===== config.mk =====
export PLATFORM = sky130hd
export DESIGN_NAME = cb_arb
export DESIGN_NICKNAME = d
export VERILOG_FILES = /design/src/rtl/cb_arb_pkg.sv /design/src/rtl/cb_arb_rr_pick2.sv /design/src/rtl/cb_arb.sv
export SDC_FILE = /design/constraint.sdc
export NUM_CORES = 1
export LEC_CHECK = 0
export CAP_MARGIN = 20
export CORE_MARGIN = 5
export CORE_UTILIZATION = 25
export CTS_CLUSTER_SIZE = 40
export DETAILED_ROUTE_END_ITERATION = 8
export GPL_TIMING_DRIVEN = 0
export SLEW_MARGIN = 20
export SYNTH_ARGS = -nofsm -noshare
export SYNTH_HDL_FRONTEND = slang
export SYNTH_SLANG_ARGS = --single-unit

===== constraint.sdc =====
create_clock -name clk -period 5.1 [get_ports clk]
set_input_delay 1.53 -clock clk [delete_from_list [all_inputs] [get_ports clk]]
set_output_delay 1.53 -clock clk [all_outputs]
set_load 0.005 [all_outputs]

===== src/rtl/cb_arb_pkg.sv =====
// Shared definitions for the circular-buffer insert arbiter.
package cb_arb_pkg;

  // Default geometry of the circular buffer being fed.
  localparam int CB_IDX_DEF   = 3;
  localparam int CB_WIDTH_DEF = 8;

  // Arbiter control states. FLUSH is a reserved encoding for a registered
  // rollback variant; this implementation rolls back combinationally and
  // never enters it.
  typedef enum logic [1:0] {
    ST_RUN   = 2'd0,
    ST_FLUSH = 2'd1,
    ST_HOLD  = 2'd2
  } cb_state_e;

  // Number of inserts the buffer can take this cycle. Full wins over
  // almost-full when both are raised.
  function automatic logic [1:0] insert_capacity(input logic full,
                                                 input logic full_almost);
    if (full)             return 2'd0;
    else if (full_almost) return 2'd1;
    else                  return 2'd2;
  endfunction

endpackage


===== src/rtl/cb_arb_rr_pick2.sv =====
// Rotating priority picker that selects up to two requesters, scanning
// upward from rr_ptr and wrapping NREQ-1 to 0. Purely combinational.
module cb_arb_rr_pick2
  import cb_arb_pkg::*;
#(
  parameter int NREQ = 4,
  parameter int PW   = (NREQ > 1) ? $clog2(NREQ) : 1
) (
  input  logic [NREQ-1:0] req,
  input  logic [PW-1:0]   rr_ptr,
  input  logic [1:0]      cap,
  output logic [PW-1:0]   idx1,
  output logic            vld1,
  output logic [PW-1:0]   idx2,
  output logic            vld2
);

  // Walk requesters in rotated order; first hit takes slot 1, second slot 2.
  always_comb begin
    int j;
    vld1 = 1'b0;
    vld2 = 1'b0;
    idx1 = '0;
    idx2 = '0;
    j    = 0;
    for (int k = 0; k < NREQ; k++) begin
      j = int'(rr_ptr) + k;
      if (j >= NREQ) j = j - NREQ;
      if (req[j]) begin
        if (!vld1 && (cap >= 2'd1)) begin
          vld1 = 1'b1;
          idx1 = PW'(j);
        end else if (vld1 && !vld2 && (cap >= 2'd2)) begin
          vld2 = 1'b1;
          idx2 = PW'(j);
        end
      end
    end
  end

endmodule


===== src/rtl/cb_arb.sv =====
// Arbiter granting up to two requesters per cycle into the circular buffer's
// dual insert ports, with flush-driven tail rollback.
//
// state    | meaning
// ---------+-----------------------------------------------------------
// ST_RUN   | normal arbitration; flush triggers rollback and goes HOLD
// ST_HOLD  | one quiet cycle after rollback; repeated flush stays here
// ST_FLUSH | reserved encoding, never entered (falls back to RUN)
module cb_arb
  import cb_arb_pkg::*;
#(
  parameter int NREQ     = 4,
  parameter int CB_IDX   = CB_IDX_DEF,
  parameter int CB_WIDTH = CB_WIDTH_DEF
) (
  input  logic                     clk,
  input  logic                     reset,
  input  logic [NREQ-1:0]          req,
  input  logic [NREQ*CB_WIDTH-1:0] req_data,
  input  logic                     flush,
  input  logic [CB_IDX-1:0]        flush_offset,
  input  logic                     cb_full,
  input  logic                     cb_full_almost,
  output logic [NREQ-1:0]          gnt,
  output logic                     din1_en,
  output logic                     din2_en,
  output logic [CB_WIDTH-1:0]      din1,
  output logic [CB_WIDTH-1:0]      din2,
  output logic                     move_tail,
  output logic [CB_IDX-1:0]        tail_offset
);

  localparam int PW = (NREQ > 1) ? $clog2(NREQ) : 1;

  cb_state_e           state, state_nxt;
  logic [PW-1:0]       rr_ptr, rr_ptr_nxt;
  logic                grant_en;
  logic [1:0]          pick_cap;
  logic [PW-1:0]       idx1, idx2;
  logic                vld1, vld2;
  logic [CB_WIDTH-1:0] data_arr [NREQ];

  function automatic logic [PW-1:0] ptr_inc(input logic [PW-1:0] i);
    if (int'(i) == NREQ - 1) return '0;
    else                     return i + 1'b1;
  endfunction

  // State and round-robin pointer registers.
  always_ff @(posedge clk or posedge reset) begin
    if (reset) begin
      state  <= ST_RUN;
      rr_ptr <= '0;
    end else begin
      state  <= state_nxt;
      rr_ptr <= rr_ptr_nxt;
    end
  end

  // Next state, rollback strobe and grant permission; reset silences all.
  always_comb begin
    state_nxt   = state;
    move_tail   = 1'b0;
    tail_offset = '0;
    grant_en    = 1'b0;
    case (state)
      ST_RUN: begin
        if (flush) begin
          move_tail   = 1'b1;
          tail_offset = flush_offset;
          state_nxt   = ST_HOLD;
        end else begin
          grant_en = 1'b1;
        end
      end
      ST_HOLD: begin
        if (flush) begin
          move_tail   = 1'b1;
          tail_offset = flush_offset;
          state_nxt   = ST_HOLD;
        end else begin
          state_nxt = ST_RUN;
        end
      end
      default: state_nxt = ST_RUN;
    endcase
    if (reset) begin
      move_tail   = 1'b0;
      tail_offset = '0;
      grant_en    = 1'b0;
    end
  end

  // Capacity offered to the picker; zero whenever grants are blocked.
  always_comb begin
    pick_cap = grant_en ? insert_capacity(cb_full, cb_full_almost) : 2'd0;
  end

  cb_arb_rr_pick2 #(
    .NREQ (NREQ),
    .PW   (PW)
  ) u_pick (
    .req    (req),
    .rr_ptr (rr_ptr),
    .cap    (pick_cap),
    .idx1   (idx1),
    .vld1   (vld1),
    .idx2   (idx2),
    .vld2   (vld2)
  );

  // Split the flat data bus into per-requester slices.
  always_comb begin
    for (int i = 0; i < NREQ; i++) begin
      data_arr[i] = req_data[i*CB_WIDTH +: CB_WIDTH];
    end
  end

  // Grant vector and insert port muxing; idle ports drive zero.
  always_comb begin
    gnt     = '0;
    din1_en = vld1;
    din2_en = vld2;
    din1    = '0;
    din2    = '0;
    if (vld1) begin
      gnt[idx1] = 1'b1;
      din1      = data_arr[idx1];
    end
    if (vld2) begin
      gnt[idx2] = 1'b1;
      din2      = data_arr[idx2];
    end
  end

  // Pointer moves just past the last winner in scan order.
  always_comb begin
    rr_ptr_nxt = rr_ptr;
    if (vld2)      rr_ptr_nxt = ptr_inc(idx2);
    else if (vld1) rr_ptr_nxt = ptr_inc(idx1);
  end

endmodule


# ---- After elaboration in Yosys (flattened, before gate mapping)
# Index checks and enable logic that the tools add are counted.
dict set report word_totals {
  reg_bits 4
  inputBits 44
  wordCells 135
}
dict set report classes {
  addsub 9
  n_lt_le_gt_ge 16
  eq_ne 4
  n_mux 83
  bitwise 3
  n_reduce_logical 18
}
# cell n
set op_table {}
lappend op_table {{less-than comparator 32 x 4 -> 1 bit (second input constant)} 4}
lappend op_table {{2-to-1 mux 32 bit} 4}
lappend op_table {{>= comparator 32 x 4 -> 1 bit (second input constant)} 3}
lappend op_table {{subtractor 32 x 4 -> 32 bit (second input constant)} 3}
lappend op_table {{2-to-1 mux 2 bit} 26}
lappend op_table {{2-to-1 mux 8 bit} 6}
lappend op_table {{2-to-1 mux 1 bit} 33}
lappend op_table {{binary-select mux 8 bit (select 2 bit)} 2}
lappend op_table {{logical AND 1 bit} 10}
lappend op_table {{2-to-1 mux 3 bit} 3}
lappend op_table {{binary-select mux 1 bit (select 2 bit)} 4}
lappend op_table {{2-to-1 mux 4 bit} 2}
lappend op_table {{adder 2 x 2 -> 3 bit (second input constant)} 2}
lappend op_table {{>= comparator 2 x 1 -> 1 bit (second input constant)} 3}
lappend op_table {{>= comparator 3 bit (second input constant)} 2}
lappend op_table {{less-than comparator 2 x 3 -> 1 bit (second input constant)} 2}
lappend op_table {{inverter 2 -> 3 bit} 2}
lappend op_table {{logical NOT 1 bit} 5}
lappend op_table {{adder 2 x 1 -> 2 bit (second input constant)} 2}
lappend op_table {{demux 1 bit (select 2 bit)} 2}
lappend op_table {{== test 2 x 1 -> 1 bit (second input constant)} 2}
lappend op_table {{OR 4 bit} 1}
lappend op_table {{one-hot mux 2 bit (2 select lines)} 1}
lappend op_table {{subtractor 2 x 3 -> 4 bit (second input constant)} 1}
lappend op_table {{other kinds (8)} 8}

# ---- Depth between registers and ports, before layout
# Gate-level depths: netlist of run 1.
dict set report depth {
  ltp_word 29
  mapped_depth 10
  ltp_nobuf 8
}

# ---- Hierarchy
# A second synthesis of run 1 with hierarchy kept.
dict set report hier_totals {
  hier_cells 149
  area_unflattened_um2 1172.4
}
# module n_inst cells_each area_per_inst_um2
set modules_own_cells {}
lappend modules_own_cells {cb_arb 1 95 848.3}
lappend modules_own_cells {cb_arb_rr_pick2 1 54 324.1}

# ---- Worst setup path before layout of run 1
# OpenSTA, ideal clock, no wires.
dict set report synth_timing {
  path_type {in2out}
  start {input cb_full}
  end {output gnt[0]}
  t_arrival_ns 3.239
  required_ns 3.570
  path_slack_ns 0.331
  path_stages 8
  cell_sequence {or4_4 or2_0 buf_6 a211oi_2 a311oi_1 buf_6 ha_1 a22o_1}
}
dict set report synth_between {
  elab_chain_len 27
}
# element line
set synth_rtl {}
lappend synth_rtl {{start, declared} cb_arb.sv:22} ;# input logic cb_full,
lappend synth_rtl {{2-to-1 mux 2 bit *} cb_arb_pkg.sv:21} ;# if (full) return 2'd0;
lappend synth_rtl {{2-to-1 mux 2 bit *} cb_arb.sv:95} ;# pick_cap = grant_en ? insert_capacity(cb_full, cb_full_almost) : 2'd0;
lappend synth_rtl {{>= comparator 2 x 1 -> 1 bit} cb_arb_rr_pick2.sv:30} ;# if (!vld1 && (cap >= 2'd1)) begin
lappend synth_rtl {{2-to-1 mux 1 bit} cb_arb_rr_pick2.sv:30}
lappend synth_rtl {{2-to-1 mux 1 bit} cb_arb_rr_pick2.sv:29} ;# if (req[j]) begin
lappend synth_rtl {{logical AND 1 bit / logical NOT 1 bit (equally long branches)} {cb_arb_rr_pick2.sv:33, cb_arb_rr_pick2.sv:30}}
lappend synth_rtl {{2-to-1 mux 1 bit / logical AND 1 bit (equally long branches)} {cb_arb_rr_pick2.sv:33, cb_arb_rr_pick2.sv:30}}
lappend synth_rtl {{2-to-1 mux 1 bit} cb_arb_rr_pick2.sv:30}
lappend synth_rtl {{(+11 left out)} n/a}
lappend synth_rtl {{2-to-1 mux 2 bit} cb_arb_rr_pick2.sv:30}
lappend synth_rtl {{2-to-1 mux 2 bit} cb_arb_rr_pick2.sv:29}
lappend synth_rtl {{less-than comparator 2 x 3 -> 1 bit (not written as such) / >= comparator 2 x 1 -> 1 bit (equally long branches)} cb_arb.sv:130} ;# gnt[idx2] = 1'b1;
lappend synth_rtl {{logical AND 1 bit (not written as such)} cb_arb.sv:130}
lappend synth_rtl {{2-to-1 mux 1 bit (not written as such)} cb_arb.sv:130}
lappend synth_rtl {{demux 1 bit (select 2 bit)} cb_arb.sv:130}
lappend synth_rtl {{OR 4 bit (no source line)} n/a}
lappend synth_rtl {{2-to-1 mux 4 bit *} cb_arb.sv:129} ;# if (vld2) begin
lappend synth_rtl {{end, declared} cb_arb.sv:24} ;# output logic [NREQ-1:0] gnt,
# Mark *: on every way between the ends. The rest lies on a longest branch, timed or not.

# ---- Final worst setup path of run 1
dict set report layout_timing {
  start {input flush}
  end {output din2[4]}
}
dict set report layout_between {
  elab_chain_len 28
}
# element line
set layout_rtl {}
lappend layout_rtl {{start, declared} cb_arb.sv:20} ;# input logic flush,
lappend layout_rtl {{2-to-1 mux 1 bit *} cb_arb.sv:67} ;# if (flush) begin
lappend layout_rtl {{2-to-1 mux 1 bit *} cb_arb.sv:65} ;# case (state)
lappend layout_rtl {{2-to-1 mux 1 bit *} cb_arb.sv:86} ;# if (reset) begin
lappend layout_rtl {{2-to-1 mux 2 bit *} cb_arb.sv:95}
lappend layout_rtl {{>= comparator 2 x 1 -> 1 bit} cb_arb_rr_pick2.sv:30}
lappend layout_rtl {{2-to-1 mux 1 bit} cb_arb_rr_pick2.sv:30}
lappend layout_rtl {{2-to-1 mux 1 bit} cb_arb_rr_pick2.sv:29}
lappend layout_rtl {{logical AND 1 bit / logical NOT 1 bit (equally long branches)} {cb_arb_rr_pick2.sv:33, cb_arb_rr_pick2.sv:30}}
lappend layout_rtl {{(+10 left out)} n/a}
lappend layout_rtl {{logical AND 1 bit (2 in a row)} cb_arb_rr_pick2.sv:33} ;# end else if (vld1 && !vld2 && (cap >= 2'd2)) begin
lappend layout_rtl {{2-to-1 mux 2 bit} cb_arb_rr_pick2.sv:33}
lappend layout_rtl {{2-to-1 mux 2 bit} cb_arb_rr_pick2.sv:30}
lappend layout_rtl {{2-to-1 mux 2 bit} cb_arb_rr_pick2.sv:29}
lappend layout_rtl {{inverter 2 -> 3 bit (not written as such)} cb_arb.sv:131} ;# din2 = data_arr[idx2];
lappend layout_rtl {{binary-select mux 8 bit (select 2 bit)} cb_arb.sv:131}
lappend layout_rtl {{2-to-1 mux 8 bit (not written as such) (2 in a row)} cb_arb.sv:131}
lappend layout_rtl {{2-to-1 mux 8 bit *} cb_arb.sv:129}
lappend layout_rtl {{end, declared} cb_arb.sv:28} ;# output logic [CB_WIDTH-1:0] din2,
# Mark *: on every way between the ends. The rest lies on a longest branch, timed or not. The select of a mux whose other input is x is not followed.

==> results by group, run 1 <==
Status
  – Status: finished, final reports clean

Cells and area
  – Footprint of the multi-input gates: 1050 um^2
  – Reg area: roughly 75 um^2
  – Layout fillers: 428
  – Area Overhead vs Synth: 95.4%
  – Nets: approximately 290
  – Antenna Cells: 0
  – Finished Cell Area: roughly 2200 um^2
  – Post-layout util: 0.500
  – Share of cells above drive strength 1: 0.299

Floorplan
  – Chip Height: 76.8 um
  – # rows: 24
  – Die width: around 77 um
  – Die ar.: ~5900 um^2
  – Initial core utilization: 0.256
  – Core footprint: 4350 um^2
  – Ports: 70

Timing
  – Final Skew: between 0.005 and 0.006 ns
  – Max Freq: approximately 200 MHz
  – Setup TNS: 0 ns
  – Worst Slack Setup Final: approximately 0.064 ns
  – Max Slew Vio Count: 0
  – Final Hold Viols: 0
  – Worst-margin pin slew: 0.545 ns
  – Final Cycle Share: 0.988
  – Final setup viols: 0
  – Slew HR: 0.636
  – Tmin final: between 5 and 6 ns
  – RSZ-0062 raised after global routing: false

Setup path
  – Flop2flop setup slack: around 2.9 ns
  – CP Class: input pin to primary output
  – Crit path capture type: primary output
  – Crit path DAT: ~3.5 ns
  – Worst setup SP type: input pin
  – CP max FO: 9
  – CP required: 3.57 ns

Placement
  – Placed cell area: ~1900 um^2
  – IO buf count: 68
  – GP Congestion: 0.824
  – DP Worst Slack: -0.876 ns
  – HPWL after DPL: between 3000 and 4000 um

Logic synthesis
  – Synth cell types: 45
  – Top cell type's share of synthesized area: 0.224
  – Yosys warns: 0
  – Async S/R FF share, synth: 1.00
  – Synth Instances: around 140
  – Post-synth EDFFs: 0
  – Sequential-to-total area share from yosys stat: 0.0673
  – Cell area after synthesis: around 1100 um^2
  – Syn_area_per_cell: approximately 8 um^2
  – Syn nets: slightly below 200
  – FF+latch count, synth: 3
  – Ranking of synthesized cells by area: mux2i_1 22%, ha_1 9.0%, a221o_1 7.2%, dfrtp_1 6.7%, nor2_1 5.1%
  – Top_reg_cell synth: dfrtp_1
  – Post-synth top area cell: mux2i_1

CTS
  – Clock H-tree levels: 1
  – Worst-Skew Late Latency: between 0.2 and 0.25 ns
  – Clk sinks: 3
  – Max clock buf depth: 2
  – Clock root buffer: clkbuf_8
  – CTS Buf Count: 3
  – CTS tree: done
  – Worst-path clk slew: about 0.030 ns

Global route
  – Pin count of the biggest net entering global routing: 12
  – Grt total ovfl: 0
  – Vias in the first global route: 1,457
  – Initial antenna violation count: 0
  – GRT Util Overall: 0.142
  – First-pass GRT wire length: around 7000 um

Routing
  – DR pass1 iterations: 4
  – Post-DRT Antenna Nets: 0
  – Via density: between 4 and 5
  – DR iter-0 viols: 94
  – DRC Markers: 0
  – Routed vias: 1,427
  – WL per Instance: 15.2 um
  – Final WL: between 4000 and 5000 um

Power
  – Worst IR Drop VDD: slightly above 90 uV
  – P_leak: 1.07 nW
  – PwrDens: 123 nW/um^2

Hold path
  – Worst Hold Class: flip-flop to flip-flop

Run
  – Max Cap Viol: 0
[Yosys cell counts (all sizes together) (2+ instances only)]
library cell / count
clkbuf: 5
o22ai: 10
buf: 7
o211ai: 2
a211oi: 2
nand2: 4
mux2i: 25
inv: 8
nor3: 2
and3: 2
a22o: 4
or2: 2
nor2b: 5
and2: 3
a21oi: 6
dfrtp: 3
o21ai: 3
nor2: 17
nand2b: 3
a221o: 8
ha: 8
[cell families (layout without fill, tap and decap cells)]
group                    Yosys count  count (layout)  synth area share
adder cells (fa/ha/maj)            9               9            0.0988
AND/OR/NAND/NOR                   44              44             0.244
AO/OA/AOI/OAI                     40              40             0.276
multiplexers                      25              25             0.224
flip-flops                         3               3            0.0673
buffers and inverters             20             113            0.0898
[routing by layer]
metal | vias up | wire length (um) | global-route usage
met5 | - | 0 | 0
met4 | 0 | 44 | 0.0420
met3 | 5 | 113 | 0.0141
met2 | 29 | 2180 | 0.235
met1 | 682 | 2010 | 0.194
li1 | 711 | - | -
[state kept, by name, summed over array words and instances, names as in the netlist]
| signal | flops |
|---|---|
| rr_ptr | 2 |
| state | 1 |
[where the power goes]
group          internal (mW)  switching [mW]
registers             0.0269        0.000590
clock network         0.0534          0.0173
logic                 0.0965          0.0738
[final cells by class]
cell class | count | area share
Tap cell | 52 | 0.0299
Buffer | 10 | 0.0362
Sequential cell | 3 | 0.0345
Clock buffer | 4 | 0.0207
Inverter | 8 | 0.0138
Multi-Input combinational cell | 118 | 0.482
Timing Repair Buffer | 91 | 0.383
[worst max-delay path: stages]
cell             delay (ns)
buf_6                  0.09
or4_4                  0.55
or2_1                  0.28
buf_4                  0.18
nor3_4                 0.26
nand2_4                0.14
o22ai_1                0.22
clkdlybuf4s15_1        0.24
[stage by stage]
| step | hold slack, ns | instances | total power, mW |
|---|---|---|---|
| after floorplan | 0.683 | 141 | 0.105 |
| after global placement | 0.733 | 261 | 0.167 |
| after detailed placement | 0.738 | 261 | 0.167 |
| after CTS | 0.744 | 283 | 0.263 |
| after global routing | 0.800 | 286 | 0.287 |
| final | 0.751 | 286 | 0.268 |
[path summary, 6_finish.rpt]
| path | endpoint | depth (start not counted) | start |
|---|---|---|---|
| setup / recovery | din2[4] | 8 | flush |
| hold / removal | rr_ptr[0]$_DFFE_PP0P_ | 3 | rr_ptr[0]$_DFFE_PP0P_ |
| setup reg to reg | rr_ptr[1]$_DFFE_PP0P_ | 9 | state[1]$_DFFE_PP0P_ |
| hold reg to reg | rr_ptr[0]$_DFFE_PP0P_ | 3 | rr_ptr[0]$_DFFE_PP0P_ |
| max in group asynchronous | rr_ptr[1]$_DFFE_PP0P_ | 2 | reset |
| min in group asynchronous | rr_ptr[0]$_DFFE_PP0P_ | 2 | reset |
[cells in the final DEF (no fill, tap or decap), types with 3 or more instances in the layout]
| master | synthesis | routed |
|---|---|---|
| clkbuf_1 | 4 | 3 |
| nor2b_1 | 5 | 3 |
| and2_1 | 3 | 3 |
| a22o_1 | 4 | 4 |
| inv_1 | 8 | 7 |
| a221o_1 | 8 | 8 |
| nor2_1 | 15 | 15 |
| mux2i_1 | 25 | 24 |
| o22ai_1 | 9 | 9 |
| dfrtp_1 | 3 | 3 |
| clkbuf_8 | 0 | 3 |
| nand2_1 | 3 | 3 |
| a21oi_1 | 5 | 3 |
| clkdlybuf4s50_1 | 0 | 41 |
| buf_6 | 2 | 8 |
| buf_4 | 1 | 21 |
| clkdlybuf4s15_1 | 0 | 4 |
| ha_1 | 8 | 6 |
| clkbuf_2 | 1 | 3 |
| dlymetal6s2s_1 | 0 | 7 |
| buf_2 | 4 | 11 |
[what timing repair did]
item                                    in CTS  in global routing
cloned                                       1                  0
gates resized for setup                     85                 23
setup buffers                               18                  4
hold buffers                                 0                  0
pin swaps                                   13                  2
endpoints found under the setup margin      21                 17
(Power assumes the default switching activity.)
==> inputs of run 2 (changes only) <==
--- a/config.mk
+++ b/config.mk
@@ -11,7 +11,8 @@
 export CTS_CLUSTER_SIZE = 40
 export DETAILED_ROUTE_END_ITERATION = 8
 export GPL_TIMING_DRIVEN = 0
-export SLEW_MARGIN = 20
+export SKIP_LAST_GASP = 1
 export SYNTH_ARGS = -nofsm -noshare
 export SYNTH_HDL_FRONTEND = slang
+export SYNTH_HIERARCHICAL = 1
 export SYNTH_SLANG_ARGS = --single-unit
==> results by group, run 2 <==
Cells and area
  – Largest register by flop count: rr_ptr
  – Top Registers: rr_ptr x2, state x1
  – Area Overhead vs Synth: 98.0%
  – Largest register FFs: 2 (unchanged)
  – Layout Cells excl Fill: 302 (+5.6%)
  – Most frequent cells in the layout: 42 x clkdlybuf4s50_1, 31 x mux2i_1, 23 x buf_4, 20 x buf_2
  – Share of cells above drive strength 1: 0.371 (+0.0718)
  – Finished Cell Area: 2320 um^2 (+6.5%)
  – Post-layout util: 0.501 (+0.00106)
  – Most common cell after layout, fill and taps aside: clkdlybuf4s50_1
  – Nets: 301 (+4.9%)
  – Layout fillers: 449 (+4.9%)
  – Antenna Cells: 0 (unchanged)

CTS
  – CTS Buf Count: 3 (unchanged)
  – Hold Buf Count CTS: 0 (unchanged)
  – Clock H-tree levels: 1 (unchanged)
  – Clock root buffer: clkbuf_8
  – Clk sinks: 3 (unchanged)
  – Worst-Skew Late Latency: 0.21 ns (about the same)
  – Max clock buf depth: 2 (unchanged)
  – Worst-path clk slew: 0.03 ns (about the same)
  – CTS tree: done

Setup path
  – CP Class: input pin to primary output
  – Critical Path Slowest Stage Cell: nor4_2
  – Critical path origin: flush
  – Worst reg2reg path startpoint: rr_ptr[0]$_DFFE_PP0P_
  – Critical Path Sink: din2[2]
  – Flop2flop setup slack: 2.95 ns (+0.10 ns)
  – Buf+Inv Stages, Crit Path: 6 (+3)
  – Crit path DAT: 3.45 ns (-0.06 ns)
  – Worst stage delay on the critical path: 0.25 ns (-0.30 ns)
  – R2r worst-path depth: 11 (+2)
  – Crit path capture type: primary output
  – Worst setup SP type: input pin
  – Crit path depth: 12 (+4)
  – Critical R2R Capture: rr_ptr[1]$_DFFE_PP0P_
  – Cell repeated most along the worst path: buf_6
  – Critical-path cell list: clkdlybuf4s15_1 -> nor4_2 -> nor2b_4 -> buf_4 -> nand2_1 -> o21ai_2 -> buf_6 -> buf_6 -> buf_6 -> mux2i_2 -> o22ai_2 -> buf_2
  – CP delay by family, top: buffers and inverters
  – CP max FO: 4 (-5)
  – CP required: 3.57 ns (about the same)

Logic synthesis
  – Synth top cells by count: 33 x mux2i_1, 17 x o22ai_1, 8 x ha_1, 8 x inv_1
  – Top cell type's share of synthesized area: 0.282 (+0.0573)
  – Syn nets: 201 (+4.1%)
  – Post-synth EDFFs: 0 (unchanged)
  – Syn_area_per_cell: 7.87 um^2 (-0.48%)
  – Most frequent cell after synthesis: mux2i_1
  – Ranking of synthesized cells by area: mux2i_1 28%, o22ai_1 9.1%, ha_1 8.5%, dfrtp_1 6.4%, buf_12 3.4%
  – Synth cell types: 35 (-22%)
  – Cell area after synthesis: 1170 um^2 (+5.2%)
  – Synth Instances: 149 (+5.7%)
  – Top_reg_cell synth: dfrtp_1
  – FF+latch count, synth: 3 (unchanged)
  – Async S/R FF share, synth: 1.00 (unchanged)
  – Post-synth top area cell: mux2i_1
  – Yosys warns: 6 (+6)
  – Sequential-to-total area share from yosys stat: 0.0640 (-0.00331)

Global route
  – Initial antenna violation count: 0 (unchanged)
  – GRT Util Overall: 0.144 (+0.00182)
  – First-pass GRT wire length: 7230 um (+3.5%)
  – Grt total ovfl: 0 (unchanged)
  – Vias in the first global route: 1,519 (+4.3%)
  – Pin count of the biggest net entering global routing: 11 (-1)

Floorplan
  – Die ar.: 6160 um^2 (+4.5%)
  – Initial core utilization: 0.253 (-0.00279)
  – Core footprint: 4630 um^2 (+6.3%)
  – Die width: 78.5 um (+2.2%)
  – Ports: 70 (unchanged)
  – Chip Height: 78.5 um (+2.2%)
  – # rows: 25 (+4.2%)

Routing
  – Final WL: 4790 um (+10%)
  – WL per Instance: 15.9 um (+4.3%)
  – DRC Markers: 0 (unchanged)
  – Post-DRT Antenna Nets: 0 (unchanged)
  – DR iter-0 viols: 60 (-36%)
  – DR pass1 iterations: 4 (unchanged)
  – Via density: 5.10 (+2.1%)
  – Routed vias: 1,539 (+7.8%)

Status
  – Status: finished, final reports clean

Timing
  – Final Skew: 0.00121 ns (-0.00469 ns)
  – Fin Hold WS: 0.619 ns (-0.132 ns)
  – Max Slew Vio Count: 0 (unchanged)
  – Max Freq: 201 MHz (+1.1%)
  – Final Hold Viols: 0 (unchanged)
  – Worst-margin pin slew: 0.260 ns (-0.286 ns)
  – Tmin final: 4.98 ns (-0.0539 ns)
  – Final setup viols: 0 (unchanged)
  – Final Cycle Share: 0.977 (-0.0106)
  – Slew HR: 0.827 (+0.190)

Placement
  – IO buf count: 67 (-1.5%)
  – HPWL after DPL: 3240 um (+5.3%)
  – Inst Count DP: 270 (+3.4%)
  – GP Congestion: 0.844 (+2.5%)
  – Placed cell area: 1910 um^2 (+2.7%)

Hold path
  – Worst hold start: rr_ptr[0]$_DFFE_PP0P_
  – Worst Hold Class: flip-flop to flip-flop

Power
  – P_leak: 0.946 nW (-12%)
  – Worst IR Drop VDD: 66.4 uV (-29%)
  – PwrDens: 96.4 nW/um^2 (-22%)

Run
  – Max Cap Viol: 0 (unchanged)
## run 2: cell count changes after synthesis, sizes merged, moves of 5 or more
cell and change:
buf +5, o21ai +5, a221o -8, nor2 -11, o22ai +7, mux2i +8
## run 2: how the worst min path moves through the flow
stage	to	slack, ns	cells after the start
floorplan	rr_ptr[0]$_DFFE_PP0P_	0.57	2
finish	rr_ptr[0]$_DFFE_PP0P_	0.62	2
global placement	rr_ptr[0]$_DFFE_PP0P_	0.60	2
global route	rr_ptr[0]$_DFFE_PP0P_	0.69	2
CTS	rr_ptr[0]$_DFFE_PP0P_	0.63	2
detailed placement	rr_ptr[0]$_DFFE_PP0P_	0.62	2
## run 2: power by group
| group | switching [mW] | internal (mW) | total, mW | leakage (nW) |
|---|---|---|---|---|
| Sequential | 0.00165 | 0.0270 | 0.0287 | 0.0369 |
| Combinational | 0.0576 | 0.0705 | 0.128 | 0.886 |
| Clock | 0.0139 | 0.0531 | 0.0670 | 0.0228 |
## run 2: layout make-up
cell class	count	area (um^2)	share of cell area
buffer	13	130	0.0561
clock buffer	4	45.0	0.0194
inverter	8	30.0	0.0129
multi-input combinational	123	1090	0.469
sequential	3	75.1	0.0323
tap	54	67.6	0.0291
timing repair buffer	97	885	0.381
## run 2: what timing repair did
| action | in CTS | in global routing |
|---|---|---|
| cloned | 1 | 1 |
| pin swaps | 7 | 5 |
| setup buffers | 23 | 5 |
| gates resized for setup | 99 | 19 |
| setup endpoints to repair | 20 | 21 |
## run 2: layer usage
layer | up-vias | track usage | part of all wire
met2 | 38 | 0.268 | 0.54
met4 | 0 | 0.00874 | 0.0035
met5 | - | 0 | 0
met1 | 740 | 0.178 | 0.41
met3 | 2 | 0.0287 | 0.046
li1 | 759 | - | -
## run 2: through the flow
stage	setup TNS (ns)	worst slack (ns)	power, mW
6_report	0	0.117	0.224
5_1_grt	-0.0326	-0.0146	0.241
4_1_cts	-0.223	-0.0568	0.219
3_5_place_dp	-16.18	-0.921	0.142
3_3_place_gp	-15.93	-0.896	0.141
2_1_floorplan	0	0.327	0.0867
## run 2: cells by family after synthesis
group | Yosys count | synth area share
flip-flops | 3 | 0.0640
multiplexers | 33 | 0.282
AO/OA/AOI/OAI | 46 | 0.260
AND/OR/NAND/NOR | 36 | 0.176
adder cells (fa/ha/maj) | 8 | 0.0854
buffers and inverters | 23 | 0.132
## run 2: tightest hold or removal path: stages (launching register included)
cell,delay [ns]
dfrtp_1,0.33
nor2b_1,0.13
o31a_1,0.13
